$ cat config.mk
export PLATFORM = sky130hd
export DESIGN_NAME = sm4_round_key_server
export DESIGN_NICKNAME = d
export VERILOG_FILES = /design/src/rtl/sm4_round_key_server.sv
export SDC_FILE = /design/constraint.sdc
export NUM_CORES = 2
export LEC_CHECK = 0
export ABC_CLOCK_PERIOD_IN_PS = 8140
export CAP_MARGIN = 20
export CORE_MARGIN = 3
export CORE_UTILIZATION = 24
export CTS_CLUSTER_DIAMETER = 30
export DETAILED_ROUTE_END_ITERATION = 10
export PLACE_DENSITY = 0.35
export SYNTH_ARGS = -nofsm -noshare
export SYNTH_HDL_FRONTEND = slang
export SYNTH_SLANG_ARGS = --single-unit
$ cat constraint.sdc
create_clock -name clk -period 8.14 [get_ports clk]
set_input_delay 2.442 -clock clk [delete_from_list [all_inputs] [get_ports clk]]
set_output_delay 2.442 -clock clk [all_outputs]
set_load 0.01 [all_outputs]
$ cat src/rtl/sm4_round_key_server.sv
// SM4 key schedule engine: expands a 128-bit master key over 32 cycles into a round-key
// buffer, then streams rk0..rk31 forward or reverse. Optional key_clr port: SM4_KEY_ZEROIZE_EN.

module sm4_sbox (
    input  logic [7:0] a,
    output logic [7:0] y
);
    localparam logic [7:0] SBOX [256] = '{
        8'hd6,8'h90,8'he9,8'hfe,8'hcc,8'he1,8'h3d,8'hb7,8'h16,8'hb6,8'h14,8'hc2,8'h28,8'hfb,8'h2c,8'h05,
        8'h2b,8'h67,8'h9a,8'h76,8'h2a,8'hbe,8'h04,8'hc3,8'haa,8'h44,8'h13,8'h26,8'h49,8'h86,8'h06,8'h99,
        8'h9c,8'h42,8'h50,8'hf4,8'h91,8'hef,8'h98,8'h7a,8'h33,8'h54,8'h0b,8'h43,8'hed,8'hcf,8'hac,8'h62,
        8'he4,8'hb3,8'h1c,8'ha9,8'hc9,8'h08,8'he8,8'h95,8'h80,8'hdf,8'h94,8'hfa,8'h75,8'h8f,8'h3f,8'ha6,
        8'h47,8'h07,8'ha7,8'hfc,8'hf3,8'h73,8'h17,8'hba,8'h83,8'h59,8'h3c,8'h19,8'he6,8'h85,8'h4f,8'ha8,
        8'h68,8'h6b,8'h81,8'hb2,8'h71,8'h64,8'hda,8'h8b,8'hf8,8'heb,8'h0f,8'h4b,8'h70,8'h56,8'h9d,8'h35,
        8'h1e,8'h24,8'h0e,8'h5e,8'h63,8'h58,8'hd1,8'ha2,8'h25,8'h22,8'h7c,8'h3b,8'h01,8'h21,8'h78,8'h87,
        8'hd4,8'h00,8'h46,8'h57,8'h9f,8'hd3,8'h27,8'h52,8'h4c,8'h36,8'h02,8'he7,8'ha0,8'hc4,8'hc8,8'h9e,
        8'hea,8'hbf,8'h8a,8'hd2,8'h40,8'hc7,8'h38,8'hb5,8'ha3,8'hf7,8'hf2,8'hce,8'hf9,8'h61,8'h15,8'ha1,
        8'he0,8'hae,8'h5d,8'ha4,8'h9b,8'h34,8'h1a,8'h55,8'had,8'h93,8'h32,8'h30,8'hf5,8'h8c,8'hb1,8'he3,
        8'h1d,8'hf6,8'he2,8'h2e,8'h82,8'h66,8'hca,8'h60,8'hc0,8'h29,8'h23,8'hab,8'h0d,8'h53,8'h4e,8'h6f,
        8'hd5,8'hdb,8'h37,8'h45,8'hde,8'hfd,8'h8e,8'h2f,8'h03,8'hff,8'h6a,8'h72,8'h6d,8'h6c,8'h5b,8'h51,
        8'h8d,8'h1b,8'haf,8'h92,8'hbb,8'hdd,8'hbc,8'h7f,8'h11,8'hd9,8'h5c,8'h41,8'h1f,8'h10,8'h5a,8'hd8,
        8'h0a,8'hc1,8'h31,8'h88,8'ha5,8'hcd,8'h7b,8'hbd,8'h2d,8'h74,8'hd0,8'h12,8'hb8,8'he5,8'hb4,8'hb0,
        8'h89,8'h69,8'h97,8'h4a,8'h0c,8'h96,8'h77,8'h7e,8'h65,8'hb9,8'hf1,8'h09,8'hc5,8'h6e,8'hc6,8'h84,
        8'h18,8'hf0,8'h7d,8'hec,8'h3a,8'hdc,8'h4d,8'h20,8'h79,8'hee,8'h5f,8'h3e,8'hd7,8'hcb,8'h39,8'h48
    };
    assign y = SBOX[a];
endmodule

// One key-schedule round: {K0,K1,K2,K3} -> {K1,K2,K3,K0 ^ L'(tau(K1^K2^K3^CK))}.
module round_key_expansion (
    input  logic [127:0] data,
    input  logic [31:0]  cki,
    output logic [127:0] result
);
    logic [31:0] x, t, l;

    assign x = data[95:64] ^ data[63:32] ^ data[31:0] ^ cki;

    for (genvar j = 0; j < 4; j++) begin : g_sbox
        sm4_sbox u_sbox (.a(x[8*j +: 8]), .y(t[8*j +: 8]));
    end

    assign l      = t ^ {t[18:0], t[31:19]} ^ {t[8:0], t[31:9]};
    assign result = {data[95:0], data[127:96] ^ l};
endmodule

module sm4_round_key_server #(
    parameter int NRK   = 32,
    parameter int IDX_W = 5
) (
    input  logic         clk,
    input  logic         rst_n,
    input  logic         key_valid,
    input  logic [127:0] key,
    output logic         key_ready,
    output logic         keys_valid,
    input  logic         rk_start,
    input  logic         rk_dec,
    output logic         rk_valid,
    input  logic         rk_ready,
    output logic [31:0]  rk_data,
    output logic [IDX_W-1:0] rk_idx,
`ifdef SM4_KEY_ZEROIZE_EN
    input  logic         key_clr,
`endif
    output logic         rk_last
);
    localparam logic [127:0] FK = 128'hA3B1BAC6_56AA3350_677D9197_B27022DC;
    localparam logic [IDX_W-1:0] IDX_MAX = IDX_W'(NRK - 1);

    typedef enum logic [1:0] {IDLE, EXPAND, READY, STREAM} state_t;

    state_t             state, state_nxt;
    logic [127:0]       kreg, kres;
    logic [IDX_W-1:0]   cnt, idx;
    logic               dec;
    logic [31:0]        rkbuf [NRK];
    logic [31:0]        cki;
    logic               clr, accept, at_last;

`ifdef SM4_KEY_ZEROIZE_EN
    assign clr = key_clr;
`else
    assign clr = 1'b0;
`endif

    // CK byte j of round i is ((4*i+j)*7) mod 256; the 8-bit product wraps naturally.
    for (genvar j = 0; j < 4; j++) begin : g_ck
        assign cki[31-8*j -: 8] = 8'({1'b0, cnt, 2'(j)} * 8'd7);
    end

    round_key_expansion u_rke (.data(kreg), .cki(cki), .result(kres));

    assign accept  = key_valid && key_ready;
    assign at_last = dec ? (idx == '0) : (idx == IDX_MAX);

    always_comb begin
        state_nxt  = state;
        key_ready  = 1'b0;
        keys_valid = 1'b0;
        rk_valid   = 1'b0;
        case (state)
            IDLE: begin
                key_ready = 1'b1;
                if (key_valid) state_nxt = EXPAND;
            end
            EXPAND: if (cnt == IDX_MAX) state_nxt = READY;
            READY: begin
                key_ready  = 1'b1;
                keys_valid = 1'b1;
                if (key_valid)     state_nxt = EXPAND;
                else if (rk_start) state_nxt = STREAM;
            end
            STREAM: begin
                keys_valid = 1'b1;
                rk_valid   = 1'b1;
                if (rk_ready && at_last) state_nxt = READY;
            end
            default: state_nxt = IDLE;
        endcase
        if (clr) state_nxt = IDLE;
    end

    assign rk_data = rk_valid ? rkbuf[idx] : 32'h0;
    assign rk_idx  = rk_valid ? idx : '0;
    assign rk_last = rk_valid && at_last;

    always_ff @(posedge clk or negedge rst_n) begin
        if (!rst_n) state <= IDLE;
        else        state <= state_nxt;
    end

    always_ff @(posedge clk or negedge rst_n) begin
        if (!rst_n) begin
            kreg <= '0;
            cnt  <= '0;
            idx  <= '0;
            dec  <= 1'b0;
            for (int i = 0; i < NRK; i++) rkbuf[i] <= '0;
        end else if (clr) begin
            kreg <= '0;
            cnt  <= '0;
            idx  <= '0;
            dec  <= 1'b0;
            for (int i = 0; i < NRK; i++) rkbuf[i] <= '0;
        end else begin
            case (state)
                IDLE, READY: begin
                    if (accept) begin
                        kreg <= key ^ FK;
                        cnt  <= '0;
                    end else if (state == READY && rk_start) begin
                        idx <= rk_dec ? IDX_MAX : '0;
                        dec <= rk_dec;
                    end
                end
                EXPAND: begin
                    kreg       <= kres;
                    rkbuf[cnt] <= kres[31:0];
                    cnt        <= cnt + 1'b1;
                end
                STREAM: begin
                    if (rk_ready && !at_last) idx <= dec ? idx - 1'b1 : idx + 1'b1;
                end
                default: ;
            endcase
        end
    end
endmodule
### Word-level counts from Yosys, hierarchy flattened

Memories as Yosys holds them, arrays and structs flattened.
Index checks and enable logic that the tools add are counted.

* bitwise operators: 14
* add/subtract/negate cells: 3
* reductions and logical operators: 17
* $lt $le $gt $ge: 7
* eq/ne operators: 13
* multiplexer cells: 36
* $mul: 4

Operator list (count)
* 1024-bit bitwise mux: 1
* 128-bit one-hot mux with 2 select lines: 1
* 32-bit bitwise XOR: 6
* 32-bit binary-select mux with 5-bit select: 1
* 32-bit demux with 5-bit select: 1
* 128-bit 2-to-1 mux: 1
* 32-bit 2-to-1 mux: 4
* 8-bit 2-to-1 mux: 8
* 64-bit inverter: 1
* 9-bit >= comparator (second input constant): 4
* 8-bit inverter with 9-bit output: 4
* 5-bit 2-to-1 mux: 7
* 5-bit one-hot mux with 2 select lines: 2
* 7-bit by 3-bit multiplier with 8-bit output (second input constant): 2
* 6-bit >= comparator (second input constant): 2
* 5-bit inverter with 6-bit output: 2
* 5-bit by 1-bit adder with 5-bit output (second input constant): 2
* 5-bit == test (second input constant): 2
* 2-bit 2-to-1 mux: 5
* 2-bit != test (second input constant): 5
* 2-bit one-hot mux with 4 select lines: 1
* 4-bit AND reduction: 2
* 6-bit by 3-bit multiplier with 7-bit output (second input constant): 1
* 1-bit logical AND: 6
* other kinds (16): 23

* output and inout bits: 41
* memory bits (read-only): 8192
* memories kept: 4
* register bits: 1165
* input port bits: 134

Memory list
* (no name shown): depth 256, bits a word 8, read ports 1, clocked after Yosys merged registers in 0, write ports 0, RTL line 26 `assign y = SBOX[a];`
* (no name shown): depth 256, bits a word 8, read ports 1, clocked after Yosys merged registers in 0, write ports 0, RTL line 26
* (no name shown): depth 256, bits a word 8, read ports 1, clocked after Yosys merged registers in 0, write ports 0, RTL line 26
* (no name shown): depth 256, bits a word 8, read ports 1, clocked after Yosys merged registers in 0, write ports 0, RTL line 26

### Longest topological paths before layout

* depth in word-level cells: 11
* gate-level depth with buffers: 20
* depth with buffers taken out: 15

### Cells and area by module

Synthesis repeated with hierarchy kept, for this count alone.

* cells, all modules: 6116
* area total of the unflattened synthesis: 69603.0 µm²

Modules (own cells, without submodules)
* sm4_round_key_server: seq. area each 29153.0 µm², instances 1, cells an instance 3672, area an instance 53827.9 µm²
* sm4_sbox: seq. area each 0.0 µm², instances 4, cells an instance 539, area an instance 3343.2 µm²
* round_key_expansion: seq. area each 0.0 µm², instances 1, cells an instance 288, area an instance 2402.3 µm²

### Worst setup path after synthesis

OpenSTA, ideal clock, no wires.

* path kind: register to output
* start: register idx[0]
* end: output rk_data[10]
* slack: 3.101 ns
* stages on the path, launching flop included: 8
* arrival time: 2.597 ns
* cell sequence: dfrtp_1 clkbuf_1 clkbuf_1 buf_1 mux4_2 mux4_2 mux2i_1 nor2_1

* cells in the longest elaborated chain, start to end: 5

RTL lines
* start, declared: RTL line 75 `logic [IDX_W-1:0] cnt, idx;`
* start signal, assigned: RTL line 153 `idx <= rk_dec ? IDX_MAX : '0;`
* start signal, assigned: RTL line 163 `if (rk_ready && !at_last) idx <= dec ? idx - 1'b1 : idx + 1'b1;`
* 5-bit inverter with 6-bit output (not written as such): RTL line 124 `assign rk_data = rk_valid ? rkbuf[idx] : 32'h0;`
* 32-bit binary-select mux with 5-bit select: RTL line 124
* 32-bit 2-to-1 mux (not written as such) (2 in series): RTL line 124
* 32-bit 2-to-1 mux: RTL line 124
* end, declared: RTL line 61 `output logic [31:0] rk_data,`

Every way passes these cells. The select of a mux whose other input is x is not followed.

### Final worst setup path

* start: register idx[0]
* end: output rk_data[23]

Same word-level chain as after synthesis.

==> reports/metrics.csv <==
metric;value;unit
Tightest Pin Transition;1.13;ns
Post-CTS Resized;0;
CTS tree;yes;
Routed WL;299000;um
status;completed;
Longest Clk Path Bufs;4;
Fin. Hold Viols;0;
Setup WS post-layout;1.00;ns
fin crit share;87.7;%
# nets final;7337;
CP dominant cell by count;mux4_2;
type of the most critical hold path;reg2reg;
critical-path maximum fanout;37;
RSZ-0062 raised after global routing;no;
Setup TNS;0;ns
vias in the first global route;59709;
max_slew headroom;24.3;%
Area growth syn-to-layout;28.4;%
Synth Cell Area;66400;sq um
most instantiated library cell after synthesis;nand2_1;
Core Box Area;274000;sq um
postcts setup bufs;0;
hold buffer count at cts;0;
CP arrival;4.69;ns
antenna violations before repair;14;
Pre-antenna DRT Iters;6;
top cells by count, synth;nand2_1, dfrtp_1, o21ai_0, clkbuf_1, nor2_1;
Initial Util;24.2;%
Post-synth ARST share;100;%
post-synthesis instance total;7042;
Antenna Violating Nets Remaining;0;
Synth Flop Type;dfrtp_1;
Net Count, Synth;7234;
R2R Setup Slk;1.39;ns
routability cong.;0.967;
clk_lat worst skew;0.97;ns
TritonCTS Sinks;1165;
DRC Markers;0;
number of DRC markers in iteration 0;5504;
Worst-path clk slew;0.04;ns
Critical Path End Type;output pin;
Vias;58504;
post-synthesis sequential area ratio;43.9;%
Avg WL per Cell;26.9;um
startpoint types;register;
Vias/cell;5.27;
worst path cell trace;buf_12, mux4_2, mux4_2, mux2i_1, nor2_1, clkdlybuf4s50_1;
setup violators final;0;
main area contributors after synthesis;dfrtp_1, mux4_2, nand2_1;
pre-CTS setup slack;1.36;ns
worst setup path category;reg2out;
die width;532;um
top-level I/O count;175;
Synth top area share;43.9;%
fraction of layout cells with a size suffix above 1;19.0;%
Die Area;283000;sq um
global-route wire length before repair;437000;um
synth unique cells;92;
critical path's largest stage delay;0.98;ns
post-layout min period;7.14;ns
area occupied by multi-input gates;35100;sq um
total track usage;20.6;%
Syn Area/Cell;9.42;sq um
CP max-delay cell;dfrtp_4;
cell accounting for the most synthesized area;dfrtp_1;
H-tree depth;5;
number of synthesized flops with an enable pin;0;
FMAX;140;MHz
Layout Skew;0.143;ns
filler instances;28572;
PortBufs;174;
Final Slew Violations;0;
detailed placer's ending HPWL;191000;um
largest net degree at the start of global routing;143;
Req. time, crit path;5.70;ns
num rows;192;
Num CTS Buffers;360;
max-cap violation count;0;
Seq cells post-synth;1165;
GRT overflow;0;
clock root cell;clkbuf_16;
YS warnings;0;
Register Area;29200;sq um
Die Y;532;um
## routing by layer
layer / wire length [um] / part of all wire, % / vias to the layer above / track usage [%]
met5: 0 / 0 / - / 0
met4: 11000 / 3.7 / 0 / 7.42
met2: 138000 / 46 / 2519 / 33.0
met1: 131000 / 44 / 29598 / 27.7
li1: - / - / 25717 / -
met3: 18700 / 6.3 / 670 / 3.80
## layout make-up
type	instances	area share [%]
multi-input cells	5174	41.2
clock inverters	127	2.17
repair buffers	412	4.49
inverters	32	0.141
flip-flops and latches	1165	34.2
clock buffers	500	12.3
diodes	6	0.0176
well taps	3686	5.41
## state kept, by name, indices dropped and copies added, names as in the netlist
signal  count
rkbuf    1024
state       2
cnt         5
idx         5
kreg      128
dec         1
## cell usage in the layout (no fill, tap or decap), types with 92 or more instances in the layout
cell | netlist | routed
mux2_2 | 134 | 134
a21oi_1 | 284 | 284
clkbuf_16 | 0 | 363
o21ai_1 | 155 | 155
clkdlybuf4s50_1 | 0 | 173
nand2_1 | 1542 | 1525
o21ai_0 | 990 | 990
nor2_1 | 391 | 390
mux2i_1 | 98 | 98
nor3_1 | 112 | 112
dfrtp_1 | 1165 | 1159
mux4_2 | 321 | 321
xnor2_1 | 126 | 92
buf_4 | 10 | 215
## per-stage QoR
stage | util (%) | instances | hold WS [ns] | cell area, sq um
after floorplan | - | 7042 | 0.441 | 66400
after global placement | 26.6 | 10467 | 0.454 | 72800
after detailed placement | 26.6 | 10468 | 0.458 | 72900
after CTS | 31.1 | 11095 | 0.469 | 85200
after global routing | 31.1 | 11096 | 0.482 | 85200
final | 31.1 | 11102 | 0.468 | 85200
## cell families (layout without fill, tap and decap cells)
| group | count (synthesis) | count (layout) | share of synthesized area [%] |
|---|---|---|---|
| compound gates | 2051 | 2051 | 18.4 |
| xor+xnor | 214 | 214 | 3.53 |
| fa+ha+maj | 59 | 59 | 1.20 |
| buf+inv | 703 | 1071 | 4.29 |
| flops | 1165 | 1165 | 43.9 |
| mux | 553 | 553 | 14.6 |
| other cells | 0 | 6 | 0 |
| simple gates | 2297 | 2297 | 14.0 |
## worst max-delay path: cells and delay by family (launching register included)
kind	cells	cell delay, ns
buf+inv	2	0.92
simple gates	1	0.09
mux	3	1.71
flops	1	0.98
## path summary, 6_finish.rpt
kind,endpoint,from,cells past startpoint
max reg2reg,rkbuf[623]$_DFFE_PN0P_,cnt[2]$_DFFE_PN0P_,15
min reg2reg,rkbuf[47]$_DFFE_PN0P_,rkbuf[47]$_DFFE_PN0P_,2
max in group asynchronous,kreg[31]$_DFFE_PN0P_,rst_n,2
min in group asynchronous,rkbuf[70]$_DFFE_PN0P_,rst_n,1
min,rkbuf[47]$_DFFE_PN0P_,rkbuf[47]$_DFFE_PN0P_,2
max,rk_data[23],idx[0]$_DFFE_PN0P_,6
Power is left out: the tool's default activity adds up to more than one toggle a clock period on the data nets, which glitch-free logic cannot reach.
